[config.mk]
export PLATFORM = sky130hd
export DESIGN_NAME = demux_reassembler
export DESIGN_NICKNAME = d
export VERILOG_FILES = /design/src/rtl/demux_pkg.sv /design/src/rtl/demux_err_counter.sv /design/src/rtl/demux_reassembler.sv
export SDC_FILE = /design/constraint.sdc
export NUM_CORES = 1
export LEC_CHECK = 0
export CAP_MARGIN = 10
export CORE_ASPECT_RATIO = 1.2
export CORE_MARGIN = 5
export CORE_UTILIZATION = 40
export CTS_CLUSTER_DIAMETER = 120
export CTS_CLUSTER_SIZE = 25
export DETAILED_ROUTE_END_ITERATION = 7
export DONT_BUFFER_PORTS = 1
export PLACE_DENSITY = 0.58
export SETUP_SLACK_MARGIN = 0.15
export SLEW_MARGIN = 20
export SYNTH_ARGS = -nofsm -noshare
export SYNTH_HDL_FRONTEND = slang
export SYNTH_SLANG_ARGS = --single-unit
[constraint.sdc]
create_clock -name clk -period 2.5 [get_ports clk]
set_input_delay 0.75 -clock clk [delete_from_list [all_inputs] [get_ports clk]]
set_output_delay 0.75 -clock clk [all_outputs]
set_load 0.02 [all_outputs]
[src/rtl/demux_pkg.sv]
// Shared types and constants for the half-word demux/reassembler.
//   demux_state_t : reassembly FSM state
//   ERRCNT_W      : width of the optional sequence-error counter
package demux_pkg;

  typedef enum logic [1:0] {
    EXP_LO = 2'd0,
    EXP_HI = 2'd1,
    FULL   = 2'd2
  } demux_state_t;

  localparam int unsigned ERRCNT_W = 8;

endpackage

[src/rtl/demux_err_counter.sv]
// Saturating event counter for sequence errors.
// Ports:
//   clk, rst_n : clock, asynchronous active-low reset (only clear)
//   inc        : count one event this cycle
//   count      : current count, sticks at all-ones
module demux_err_counter
  import demux_pkg::*;
(
  input  logic                clk,
  input  logic                rst_n,
  input  logic                inc,
  output logic [ERRCNT_W-1:0] count
);

  always_ff @(posedge clk or negedge rst_n) begin
    if (!rst_n) begin
      count <= '0;
    end else if (inc && (count != '1)) begin
      count <= count + ERRCNT_W'(1);
    end
  end

endmodule

[src/rtl/demux_reassembler.sv]
// Rebuilds NUM_OUTPUTS-bit words from half-words tagged by in_sel (low half
// first, then high half), with valid/ready handshakes on both sides.
// Ports:
//   clk, rst_n           : clock, asynchronous active-low reset
//   in_data/in_sel       : half-word payload and half select (0 = low, 1 = high)
//   in_valid/in_ready    : input handshake (in_ready is combinational)
//   out_data             : reassembled word {hi, lo}
//   out_valid/out_ready  : output handshake; out_data held until taken
//   seq_err              : one-cycle pulse on an out-of-order half
//   err_count            : saturating error count, present only when the
//                          DEMUX_ERRCNT_EN macro is defined
module demux_reassembler
  import demux_pkg::*;
#(
  parameter int unsigned NUM_OUTPUTS = 16
) (
  input  logic                     clk,
  input  logic                     rst_n,
  input  logic [NUM_OUTPUTS/2-1:0] in_data,
  input  logic                     in_sel,
  input  logic                     in_valid,
  output logic                     in_ready,
  output logic [NUM_OUTPUTS-1:0]   out_data,
  output logic                     out_valid,
  input  logic                     out_ready,
  output logic                     seq_err
`ifdef DEMUX_ERRCNT_EN
  ,
  output logic [ERRCNT_W-1:0]      err_count
`endif
);

  localparam int unsigned HALF_W = NUM_OUTPUTS / 2;

  if ((NUM_OUTPUTS < 2) || ((NUM_OUTPUTS % 2) != 0)) begin : g_bad_width
    $error("demux_reassembler: NUM_OUTPUTS must be even and >= 2");
  end

  demux_state_t      state;
  logic [HALF_W-1:0] lo;
  logic              accept;
  logic              xfer;

  // FULL passes out_ready through so a new low half can land in the same
  // cycle the finished word leaves.
  assign in_ready = (state != FULL) || out_ready;
  assign accept   = in_valid && in_ready;
  assign xfer     = out_valid && out_ready;

  // Reassembly FSM with registered outputs.
  always_ff @(posedge clk or negedge rst_n) begin
    if (!rst_n) begin
      state     <= EXP_LO;
      lo        <= '0;
      out_data  <= '0;
      out_valid <= 1'b0;
      seq_err   <= 1'b0;
    end else begin
      seq_err <= 1'b0;
      case (state)
        EXP_LO: begin
          if (accept) begin
            if (!in_sel) begin
              lo    <= in_data;
              state <= EXP_HI;
            end else begin
              seq_err <= 1'b1;
            end
          end
        end
        EXP_HI: begin
          if (accept) begin
            if (in_sel) begin
              out_data  <= {in_data, lo};
              out_valid <= 1'b1;
              state     <= FULL;
            end else begin
              // A second low half restarts the word.
              lo      <= in_data;
              seq_err <= 1'b1;
            end
          end
        end
        FULL: begin
          if (xfer) begin
            out_valid <= 1'b0;
            if (accept && !in_sel) begin
              lo    <= in_data;
              state <= EXP_HI;
            end else begin
              if (accept) begin
                seq_err <= 1'b1;
              end
              state <= EXP_LO;
            end
          end
        end
        default: begin
          state     <= EXP_LO;
          out_valid <= 1'b0;
        end
      endcase
    end
  end

`ifdef DEMUX_ERRCNT_EN
  demux_err_counter u_err_counter (
    .clk   (clk),
    .rst_n (rst_n),
    .inc   (seq_err),
    .count (err_count)
  );
`endif

endmodule

# == Yosys cells after proc, flatten, opt, wreduce, memory -nomap -nowiden ==
# Index checks and enable logic that the tools add are counted.
# totals
in_bits,13
register_bits,28
# classes
bitwise,1
muxes,24
eq_ne,11
n_reduce_logical,12
# op_table
cell,count
$mux W8,4
$ne A2 B2 Y1 const B,8
$pmux W8 S2,1
$mux W1,11
$mux W2,5
$reduce_and A5 Y1,2
$pmux W1 S3,2
$pmux W2 S3,1
$reduce_and A4 Y1,1
$logic_and A1 B1 Y1,3
$reduce_and A3 Y1,1
$eq A2 B1 Y1 const B,1
$eq A2 B2 Y1 const B,1
$logic_not A2 Y1,1
$ne A2 B1 Y1 const B,1
$reduce_bool A2 Y1,1
$reduce_or A2 Y1,1
$logic_not A1 Y1,1
$logic_or A1 B1 Y1,1
$not A1 Y1,1

# == Longest topological paths before layout ==
# Gate-level depths: netlist of run 1.
# depth
word_depth,7
ltp_mapped,7

# == Least setup slack after synthesis of run 1 ==
# OpenSTA, ideal clock, no wires.
# synth_path
path_kind,input to output
startpoint,input out_ready
endpoint,output in_ready
required_time_ns,1.750
setup_slack_ns,0.759
n_path_buf,0
t_arrival_ns,0.991
path_stages,2
cell_sequence,nor2_1 -> nand2_1
# synth_between
elab_chain_len,1
# synth_lines
element,line_no,text
"start, declared",demux_reassembler.sv:25,"input logic out_ready,"
$logic_or A1 B1 Y1,demux_reassembler.sv:46,assign in_ready = (state != FULL) || out_ready;
"end, declared",demux_reassembler.sv:22,"output logic in_ready,"
# Every way passes these cells.

# == Final worst setup path of run 1 ==
# layout_path
startpoint,register state[0]
endpoint,output in_ready
# layout_between
elab_chain_len,2
# layout_lines
element,line_no,text
"start, declared",demux_reassembler.sv:39,demux_state_t state;
"start signal, assigned",demux_reassembler.sv:53,state <= EXP_LO;
"start signal, assigned",demux_reassembler.sv:65,state <= EXP_HI;
"start signal, assigned",demux_reassembler.sv:76,state <= FULL;
$ne A2 B2 Y1,demux_reassembler.sv:46,
$logic_or A1 B1 Y1,demux_reassembler.sv:46,
# Every way passes these cells.

==> results.txt, run 1 <==
vias per inst - 5.48
status - completed
placed instance count - 111
# diodes - 0
Pwr Density - 1220 nW/um2
Fmax - 0.540 GHz
final worst path period share - 0.740
leakage - 0.550 nW
first-pass GRT wire length - 3.17 mm
cts hold-fix bufs - 0
synth unique cells - 18
CTS tree - done
minimum clock period - 1850 ps
Worst Path Arrival - 1100 ps
GPL Wtd Cong - 0.640
post-route cell area - 1210 um2
worst-margin pin slew - 451 ps
number of I/O pins - 32
share of cells above drive strength 1 - 0.350
CTS clk-pin slew, worst paths - 140 ps
mean routed wirelength per cell - 17.0 um
final wirelength - 1.94 mm
post-CTS setup buffer count - 0
fin util - 0.432
flops & latches, synth - 28
Cell Area, Synth - 1170 um2
hold crit path type - primary input to async pin
TNS Setup - 0 ps
register area share after synthesis - 0.598
Final ANT Viol Nets - 0
Initial Util - 0.417
Syn Area/Cell - 14.8 um2
Max Slew Vio Count - 0
commonest non-fill, non-tap cells in the layout - 28 x dfrtp_1, 15 x mux2_2, 8 x mux2_4
root buf cell - clkbuf_4
Congestion Overflow GR - 0
cts repair resizes - 0
# rows - 21
worst reg-to-reg setup slack - 830 ps
RSZ-0062 raised after global routing - no
vias in the first global route - 692
core area - 2810 um2
fin cells - 114
die height - 69.3 um
clock latency on the worst-skew pair - 310 ps
Final Setup Violations - 0
worst slack, placed - 667 ps
Post-Place Cell Area - 1190 um2
biggest area consumer among synthesized cells - dfrtp_1
clock skew - 3.47 ps
CP max FO - 7
Worst Path Required - 1750 ps
fin nets - 96
Slew headroom - 0.699
area growth from synthesis to layout - 3.63%
largest net degree at the start of global routing - 29
H-Tree Depth - 1
final worst setup slack - 650 ps
largest cells by area after synthesis - dfrtp_1 60%, mux2_2 14%, mux2_4 10%
Post-DP HPWL - 1.46 mm
CTS max path bufs - 2
vias - 625
crit path launch type - register
Die Area - 4120 um2
Post-Syn Nets - 93
final hold vios - 0
DRT iter0 DRCs - 13
port bufs - 0
initial antenna violation count - 0
DIE WIDTH - 59.4 um
CTS Sinks - 28
kind of critical path - register to primary output
Overall Global Routing Usage - 0.101
DRT Pass-1 Iters - 4
max-cap violations - 0
Peak supply drop - 0.496 mV
number of synthesis warnings - 0
area share of the largest cell type after synthesis - 0.598
CTS Buf Count - 3
commonest non-fill, non-tap cell in the layout - dfrtp_1
crit end category - primary output
synthesized netlist cell count - 79
# DRC - 0
[layout make-up]
class,instances,area [um2]
fillers,260,1600
clock buffers,3,22.5
multi-input cells,45,434
well taps,34,42.5
flip-flops and latches,28,701
inverters,4,15.0
[flip-flops by register name, indices dropped and copies added, names as in the netlist]
signal	flops
out_data	16
lo	8
state	2
out_valid	1
seq_err	1
[per-layer routing]
layer	global-route usage	wire, um	up-vias
met5	0	0	-
met4	0.0453	13	0
met3	0.0335	136	2
met2	0.173	1050	17
met1	0.107	740	326
li1	-	-	280
[worst max-delay path, cell delays in order, from the launching register on]
cell	delay, ps
dfrtp_1	470
nor2_1	150
nand2_1	160
[final timing paths]
path                            from           end  depth (start not counted)
max                         state[0]      in_ready                          2
min                            rst_n   out_data[4]                          0
max reg2reg                out_valid         lo[2]                          3
min reg2reg                    lo[3]         lo[3]                          1
max in group asynchronous      rst_n  out_data[12]                          0
min in group clk              in_sel      state[0]                          1
[logic make-up after synthesis]
kind of cell    count (synthesis)  share of synthesized area
simple gates                    9                     0.0470
flops                          28                      0.598
mux                            24                      0.256
fa+ha+maj                       1                     0.0107
compound gates                 11                     0.0566
buf+inv                         6                     0.0320
[synth_stat cells]
library cell and number:
a21oi_1 2, a31oi_1 2, and3b_1 1, buf_6 2
dfrtp_1 28, ha_1 1, inv_1 3, inv_2 1
mux2_1 1, mux2_2 15, mux2_4 8, nand2_1 3
nand3_4 1, nor2_1 3, nor2b_1 1, o211a_1 1
o21ai_0 5, o41ai_1 1
[through the flow]
| stage | hold slack (ps) | power [mW] |
|---|---|---|
| global placement | 455 | 1.30 |
| CTS | 87.2 | 1.50 |
| floorplan | 454 | 1.25 |
| global route | 64.9 | 1.57 |
| detailed placement | 455 | 1.33 |
| finish | 106 | 1.48 |
[where the power goes]
| group | total (mW) | internal [mW] | switching, mW |
|---|---|---|---|
| Clock | 0.177 | 0.0563 | 0.120 |
| Sequential | 0.973 | 0.650 | 0.322 |
| Combinational | 0.331 | 0.211 | 0.120 |
No activity file was read; power rests on OpenSTA's default activity.
==> inputs of run 2 (changes only) <==
==> constraint.sdc (replaced) <==
create_clock -name clk -period 1.75 [get_ports clk]
set_input_delay 0.525 -clock clk [delete_from_list [all_inputs] [get_ports clk]]
set_output_delay 0.525 -clock clk [all_outputs]
set_load 0.02 [all_outputs]
==> run 2 against run 1 <==
Effect of this change: first-iteration DRC count decreased by 7.7%; critical path depth unchanged; non-clock buffer count up 4; register-to-register slack got worse by 610 ps; die area did not move; sequential cell count did not move; core utilization up 2.6 points; clock power rose by 75%; critical path type unchanged.
==> results.txt, run 2 (synthesized netlist as in run 1, its figures left out) <==
vias - 659 (was 625)
Post-DP HPWL - 1.45 mm (was 1.46 mm)
HP Start - in_sel
area growth from synthesis to layout - 9.93% (was 3.63%)
# DRC - 0 (unchanged)
first-pass GRT wire length - 3.37 mm (was 3.17 mm)
DIE WIDTH - 59.4 um (unchanged)
mean routed wirelength per cell - 17.2 um (was 17.0 um)
clock latency on the worst-skew pair - 320 ps (was 310 ps)
number of I/O pins - 32 (unchanged)
hold crit path type - primary input to register (was primary input to async pin)
H-Tree Depth - 1 (unchanged)
vias in the first global route - 687 (was 692)
Final ANT Viol Nets - 0 (unchanged)
Worst Path Arrival - 1040 ps (was 1100 ps)
port bufs - 0 (unchanged)
worst-margin pin slew - 316 ps (was 451 ps)
fin cells - 119 (was 114)
Largest register FFs - 16 (unchanged)
commonest non-fill, non-tap cells in the layout - 26 x dfrtp_1, 15 x mux2_2, 8 x mux2_4 (was 28 x dfrtp_1, 15 x mux2_2, 8 x mux2_4)
Peak supply drop - 0.805 mV (was 0.496 mV)
final hold vios - 0 (unchanged)
Fmax - 0.637 GHz
Top reg by flops - out_data (unchanged)
Pwr Density - 1740 nW/um2 (was 1220 nW/um2)
die height - 69.3 um (unchanged)
Congestion Overflow GR - 0 (unchanged)
Worst Path Required - 1220 ps (was 1750 ps)
minimum clock period - 1570 ps
core area - 2810 um2 (unchanged)
commonest non-fill, non-tap cell in the layout - dfrtp_1 (unchanged)
hold_ws - 269 ps (was 106 ps)
biggest regs - out_data x16, lo x8, state x2 (unchanged)
max-cap violations - 0 (unchanged)
share of cells above drive strength 1 - 0.459 (was 0.350)
worst reg-to-reg setup slack - 220 ps (was 830 ps)
Overall Global Routing Usage - 0.107 (was 0.101)
DRT iter0 DRCs - 12 (was 13)
Final Setup Violations - 0 (unchanged)
fin util - 0.458 (was 0.432)
placed instance count - 112 (was 111)
CP max FO - 4 (was 7)
vias per inst - 5.54 (was 5.48)
clock skew - 11.9 ps (was 3.47 ps)
Pwr Total - 2.24 mW (was 1.48 mW)
# diodes - 0 (unchanged)
leakage - 0.577 nW (was 0.550 nW)
root buf cell - clkbuf_4 (unchanged)
CTS max path bufs - 2 (unchanged)
Max Slew Vio Count - 0 (unchanged)
Die Area - 4120 um2 (unchanged)
crit path from - state[0] (unchanged)
CTS tree - done (unchanged)
RSZ-0062 raised after global routing - yes (was no)
largest net degree at the start of global routing - 29 (unchanged)
CTS Sinks - 28 (unchanged)
CTS Buf Count - 3 (unchanged)
GPL Wtd Cong - 0.646 (was 0.640)
Initial Util - 0.417 (unchanged)
Worst R2R Start - state[0] (was out_valid)
kind of critical path - register to primary output (unchanged)
Slew headroom - 0.790 (was 0.699)
# rows - 21 (unchanged)
final worst path period share - 0.896
TNS Setup - 0 ps (unchanged)
final wirelength - 2.05 mm (was 1.94 mm)
crit end category - primary output (unchanged)
crit path launch type - register (unchanged)
status - completed (unchanged)
DRT Pass-1 Iters - 6 (was 4)
fin nets - 100 (was 96)
CTS clk-pin slew, worst paths - 150 ps (was 140 ps)
initial antenna violation count - 0 (unchanged)
-- run 2: path summary, 6_finish.rpt --
kind,to,cells past startpoint
hold / removal,state[0],1
setup / recovery,in_ready,2
max in group asynchronous,state[0],2
setup reg to reg,lo[2],3
hold reg to reg,lo[0],1
min in group asynchronous,out_data[12],2
-- run 2: report_power, final --
group	leakage [nW]	switching [mW]	internal, mW
clock network	0.0210	0.183	0.127
logic	0.223	0.224	0.337
registers	0.333	0.436	0.933
-- run 2: repair_timing --
item                                    CTS  global route
endpoints found under the setup margin    9            10
setup buffers                             1             0
hold buffers                              2             0
endpoints found under the hold margin    28             0
gates resized for setup                   2             5
-- run 2: layout make-up --
cell class                 instances  area, um2
sequential                        28        703
tap                               34       42.5
multi-input combinational         45        447
clock buffer                       4       36.3
timing repair buffer               4       45.0
fill                             258       1520
inverter                           4       15.0
-- run 2: per-stage QoR --
stage / setup slack, ps / instance area (um2)
after floorplan: 301 / 1170
after global placement: 177 / 1200
after detailed placement: 129 / 1200
after CTS: 152 / 1280
after global routing: 117 / 1290
final: 181 / 1290
-- run 2: worst max-delay path, cell delays in order, from the launching register on --
cell and delay (ps):
dfrtp_2 470, nor2_2 140, nand2_2 110
-- run 2: routing by layer --
metal  vias to the layer above  routed length [um]  track usage  share of wire
met4                         0                  13       0.0453         0.0064
met5                         -                   0            0              0
met2                        23                1080        0.177           0.53
li1                        291                   -            -              -
met1                       343                 818        0.125           0.40
met3                         2                 135       0.0279          0.066
